## src/rtl/blk130_pkg.sv

```systemverilog
// Shared constants and FSM encoding for the 128b/130b block sequencer.
// Sync headers, scrambler controls and ordered-set symbols live here so checkers can reuse them.
package blk130_pkg;

   localparam logic [1:0] SYNC_DATA = 2'b10;
   localparam logic [1:0] SYNC_OS   = 2'b01;

   localparam logic [1:0] ES_BYPASS = 2'b00;
   localparam logic [1:0] ES_SCRAM  = 2'b01;
   localparam logic [1:0] ES_RESEED = 2'b11;

   localparam logic [7:0] SKP_SYM = 8'hAA;
   localparam logic [7:0] SKP_END = 8'hE1;
   localparam logic [7:0] EDS_SYM = 8'h1F;
   localparam logic [7:0] EIE_LO  = 8'h00;
   localparam logic [7:0] EIE_HI  = 8'hFF;

   typedef enum logic [2:0] {
      ST_IDLE = 3'd0,
      ST_HDR  = 3'd1,
      ST_DATA = 3'd2,
      ST_OS   = 3'd3,
      ST_SKP  = 3'd4
   } state_e;

endpackage

```

## src/rtl/blk_seq_128b130b_skp_sched.sv

```systemverilog
// Counts completed data blocks and flags when a SKP ordered set is owed.
// The count saturates at the interval so a due SKP stays pending until cleared.
module skp_sched #(
   parameter int unsigned SKP_INTERVAL = 370,
   parameter int unsigned CNT_W        = 9
) (
   input  logic clk,
   input  logic rst_n,
   input  logic inc,
   input  logic clr,
   output logic due
);

   localparam logic [CNT_W-1:0] LIMIT = CNT_W'(SKP_INTERVAL);

   logic [CNT_W-1:0] cnt_q;
   logic [CNT_W-1:0] cnt_d;

   always_comb begin
      cnt_d = cnt_q;
      if (clr) begin
         cnt_d = '0;
      end else if (inc && (cnt_q != LIMIT)) begin
         cnt_d = cnt_q + 1'b1;
      end
   end

   always_ff @(posedge clk or negedge rst_n) begin
      if (!rst_n) begin
         cnt_q <= '0;
      end else begin
         cnt_q <= cnt_d;
      end
   end

   assign due = (cnt_q == LIMIT);

endmodule

```

## src/rtl/blk_seq_128b130b.sv

```systemverilog
// 128b/130b transmit block sequencer: frames DLL bytes into blocks, inserts SKP and
// ordered-set blocks, and steers the downstream scrambler via en_scram.
module blk_seq_128b130b
   import blk130_pkg::*;
#(
   parameter int unsigned BLK_BYTES    = 16,
   parameter int unsigned SKP_INTERVAL = 370,
   parameter int unsigned CNT_W        = 9
) (
   input  logic       clk_1G,
   input  logic       rst_1G,
   input  logic       link_en,
   input  logic       dll_valid,
   input  logic [7:0] dll_data,
   output logic       dll_ready,
   input  logic       os_req,
   input  logic       os_type,
   output logic       os_ack,
   output logic [7:0] blk_data,
   output logic       blk_valid,
   output logic [1:0] sync_hdr,
   output logic       hdr_valid,
   output logic [1:0] en_scram,
   output logic       idle_fill,
   output logic [2:0] dbg_state
);

   localparam logic [3:0] LAST_BYTE = 4'(BLK_BYTES - 1);

   state_e     state_q, state_d;
   logic [3:0] byte_cnt_q, byte_cnt_d;
   logic       os_type_q, os_type_d;
   logic       byte_last;
   logic       skp_due, skp_inc, skp_clr;

   assign byte_last = (byte_cnt_q == LAST_BYTE);
   assign dbg_state = state_q;

   always_comb begin
      state_d    = state_q;
      byte_cnt_d = byte_cnt_q;
      os_type_d  = os_type_q;
      skp_inc    = 1'b0;
      skp_clr    = 1'b0;
      dll_ready  = 1'b0;
      os_ack     = 1'b0;
      blk_data   = 8'h00;
      blk_valid  = 1'b0;
      sync_hdr   = 2'b00;
      hdr_valid  = 1'b0;
      en_scram   = ES_BYPASS;
      idle_fill  = 1'b0;

      case (state_q)
         ST_IDLE: begin
            if (link_en) state_d = ST_HDR;
         end
         ST_HDR: begin
            hdr_valid  = 1'b1;
            byte_cnt_d = '0;
            // A due SKP outranks a waiting ordered-set request, which then gets the next slot.
            if (skp_due) begin
               sync_hdr = SYNC_OS;
               skp_clr  = 1'b1;
               state_d  = ST_SKP;
            end else if (os_req) begin
               sync_hdr  = SYNC_OS;
               os_ack    = 1'b1;
               os_type_d = os_type;
               state_d   = ST_OS;
            end else begin
               sync_hdr = SYNC_DATA;
               state_d  = ST_DATA;
            end
         end
         ST_DATA: begin
            dll_ready = 1'b1;
            blk_valid = 1'b1;
            en_scram  = ES_SCRAM;
            skp_inc   = byte_last;
            if (dll_valid) begin
               blk_data = dll_data;
            end else begin
               idle_fill = 1'b1;
            end
         end
         ST_OS: begin
            blk_valid = 1'b1;
            if (os_type_q) begin
               blk_data = EDS_SYM;
            end else begin
               blk_data = byte_cnt_q[0] ? EIE_HI : EIE_LO;
               if (byte_last) en_scram = ES_RESEED;
            end
         end
         ST_SKP: begin
            blk_valid = 1'b1;
            blk_data  = byte_last ? SKP_END : SKP_SYM;
         end
         default: begin
            state_d = ST_IDLE;
         end
      endcase

      // Body states always run to the full block length; link_en is only honoured at the end.
      if (state_q inside {ST_DATA, ST_OS, ST_SKP}) begin
         byte_cnt_d = byte_cnt_q + 4'd1;
         if (byte_last) state_d = link_en ? ST_HDR : ST_IDLE;
      end
   end

   always_ff @(posedge clk_1G or negedge rst_1G) begin
      if (!rst_1G) begin
         state_q    <= ST_IDLE;
         byte_cnt_q <= '0;
         os_type_q  <= 1'b0;
      end else begin
         state_q    <= state_d;
         byte_cnt_q <= byte_cnt_d;
         os_type_q  <= os_type_d;
      end
   end

   skp_sched #(
      .SKP_INTERVAL(SKP_INTERVAL),
      .CNT_W       (CNT_W)
   ) u_skp_sched (
      .clk  (clk_1G),
      .rst_n(rst_1G),
      .inc  (skp_inc),
      .clr  (skp_clr),
      .due  (skp_due)
   );

endmodule

```

## config.mk

```make
export PLATFORM = sky130hd
export DESIGN_NAME = blk_seq_128b130b
export DESIGN_NICKNAME = d
export VERILOG_FILES = /design/src/rtl/blk130_pkg.sv /design/src/rtl/blk_seq_128b130b_skp_sched.sv /design/src/rtl/blk_seq_128b130b.sv
export SDC_FILE = /design/constraint.sdc
export NUM_CORES = 1
export LEC_CHECK = 0
export ABC_AREA = 1
export CAP_MARGIN = 15
export CORE_MARGIN = 3
export CORE_UTILIZATION = 42
export CTS_CLUSTER_DIAMETER = 40
export CTS_CLUSTER_SIZE = 14
export DETAILED_ROUTE_END_ITERATION = 10
export GPL_ROUTABILITY_DRIVEN = 1
export GPL_TIMING_DRIVEN = 0
export PLACE_DENSITY = 0.71
export SLEW_MARGIN = 5
export SYNTH_ARGS = -nofsm -noshare
export SYNTH_HDL_FRONTEND = slang
export SYNTH_SLANG_ARGS = --single-unit
```

## constraint.sdc

```tcl
create_clock -name clk_1G -period 3.5 [get_ports clk_1G]
set_input_delay 0.7 -clock clk_1G [delete_from_list [all_inputs] [get_ports clk_1G]]
set_output_delay 0.7 -clock clk_1G [all_outputs]
set_load 0.05 [all_outputs]
```

==> results of run 1 <==
## per-stage QoR
step                      instances  utilization [%]
after global placement          257             57.4
after floorplan                 194                -
after global routing            261             58.4
after CTS                       261             58.4
final                           261             58.4
after detailed placement        257             57.4
## registers in the layout, summed over array words and instances, names as in the netlist
register           cells
os_type_q              1
dbg_state              3
u_skp_sched.cnt_q      9
byte_cnt_q             4
## worst max-delay path, delay by kind of cell (launching register included)
family	cells	cell delay (ns)
buf+inv	4	1.15
flops	1	0.43
fa+ha+maj	1	0.16
compound gates	1	0.09
simple gates	4	0.36
## worst max-delay path by stage
stage | from | endpoint | slack, ns | cells after the start
after floorplan | dbg_state[1]$_DFF_PN0_ | en_scram[0] | 0.62 | 5
after global placement | os_req | os_ack | 0.48 | 6
after detailed placement | os_req | os_ack | 0.46 | 6
after CTS | u_skp_sched.cnt_q[0]$_DFFE_PN0P_ | sync_hdr[0] | 0.29 | 10
after global routing | u_skp_sched.cnt_q[0]$_DFFE_PN0P_ | sync_hdr[0] | 0.14 | 10
final | u_skp_sched.cnt_q[0]$_DFFE_PN0P_ | sync_hdr[0] | 0.32 | 10
## cell usage after synthesis (all sizes together)
cell type	count	area (um^2)
a21oi	1	5.00
and2	1	6.26
buf	3	27.5
clkbuf	1	3.75
dfrtp	17	425
ha	3	37.5
inv	28	105
nand2	63	246
nand3	32	160
nand3b	3	22.5
nand4	1	6.26
nor2	25	111
nor3	4	25.0
o21ai	8	40.0
or2	2	12.5
xor2	2	17.5
## metal layers
layer | track usage (%) | vias to the layer above | wire length (um)
met5 | 0 | - | 0
met4 | 3.72 | 0 | 25
met3 | 4.26 | 2 | 106
met2 | 30.5 | 23 | 1470
met1 | 24.8 | 602 | 1450
li1 | - | 681 | -
## final cells by class
class	count	area (um^2)
fill	276	1170
sequential	17	425
clock buffer	3	22.5
inverter	28	105
clock inverter	1	5.00
buffer	4	31.3
tap	31	38.8
multi-input combinational	145	691
timing repair buffer	32	320
## logic make-up (layout without fill, tap and decap cells)
kind of cell,Yosys count,count (layout),synth area share (%)
compound gates,9,9,3.60
fa+ha+maj,3,3,3.00
buf+inv,32,68,10.9
xor+xnor,2,2,1.40
simple gates,131,131,47.2
flops,17,17,34.0
## report_power, final
part	switching, uW	total (uW)	internal [uW]
Sequential	56.2	304	248
Clock	62.3	105	42.6
Combinational	563	829	267
==> flow_summary.ini, run 1 <==
[timing]
skew_ns = 0.00990
worst_pin_slew_ns = 0.738
worst_slack_ns = 0.315
drv_slew = 0
rsz0062_at_grt = false
setup_tns_ns = 0
max_freq_mhz = 314
setup_viol = 0
max-slew-margin-rel_pct = 50.7
post-route-min-period_ns = 3.18
period_share_pct = 91.0
hold_violations = 0
holdWs_ns = 0.582

[critical_path]
crit_chain = inv_1 -> ha_1 -> nand2_1 -> inv_1 -> nand2_1 -> nor2_4 -> nand2_1 -> buf_6 -> o21ai_0 -> clkdlybuf4s50_1
startpoint_type = flip-flop
r2r_end = u_skp_sched.cnt_q[4]$_DFFE_PN0P_
reg2reg_from = byte_cnt_q[0]$_DFFE_PN0P_
worstPathRequired_ns = 2.80
slowest_delay_ns = 0.85
r2r_setup_slack_ns = 1.94
reg2reg_depth = 7
critPathArrivalTime_ns = 2.48
worstPathMaxFanout = 10
slowest_stage = clkdlybuf4s50_1
critPathKind = flip-flop to output pin
path_common_cell = nand2_1
critPathCaptureType = output pin

[placement]
hpwlAfterDp_um = 2490
preCtsSetupSlack_ns = 0.463
port_buffers = 32
gp_congestion = 0.879
placed_cell_area_um2 = 1610

[clocking]
insertion_delay_ns = 0.30
cts_tree = built
ctsHoldBuffers = 0
clk_pin_slew_ns = 0.10
cts-buffers-inserted = 3
ctsResizeCount = 0
cts.sinks = 17
clk_path_buf_depth = 2
htree_num_levels = 1
cts_root_buffer = clkbuf_4
post_cts_buffers = 0

[synthesis]
synthCells = 194
ys_ff_latch = 17
syn-num-nets = 211
netlist_area_um2 = 1250
synth.avg_cell_area_um2 = 6.46
ys_types = 24
ys.warnings.count = 0
synth_seq_area_share_pct = 34.0

[min_path]
hold_path.class = flip-flop to flip-flop
hp-start = byte_cnt_q[1]$_DFFE_PN0P_
min_to = byte_cnt_q[1]$_DFFE_PN0P_
min_path_cells = 2

[global_routing]
antenna_found_initial = 0
grt_pass1_vias = 1200
grt.total_usage_pct = 18.5
grt_start_max_net_pins = 18
overflow = 0
grt_first_pass_wirelength_um = 5150

[routing]
wl_um = 3060
ant_nets = 0
dr.pass1.iters = 4
drc = 0
vias_per_cell = 5.01
via_count = 1308
drt_iter0_drc = 42
wl_per_cell_um = 11.7

[floorplanning]
die_area_um2 = 3670
die_width_um = 60.6
die_h_um = 60.6
rows = 19
start_util_pct = 44.6
core_area_um2 = 2810
ios = 34

[layout]
nNetsFinal = 248
final_cell_mix = nand2_1, nand3_1, clkdlybuf4s50_1
stdcell_area_um2 = 1640
layout_commonest_cell = nand2_1
layout-drive-gt1-share_pct = 7.39
antenna_cells = 0
syn_to_final_growth_pct = 30.9

[job]
drv_cap = 0

[power]
p_per_area_nw_per_um2 = 756
p_total_uw = 1240
power_leakage_uw = 0.000849
vdd_ir_drop_max_v = 0.000538

[run_status]
status = finished, final reports clean
(Power assumes the default switching activity.)
==> run 2, diff against run 1 <==
Settings changed: SLEW_MARGIN 5 to 10.
==> results of run 2 <==
The final DEF is identical to that of run 1; final timing and power are the same.
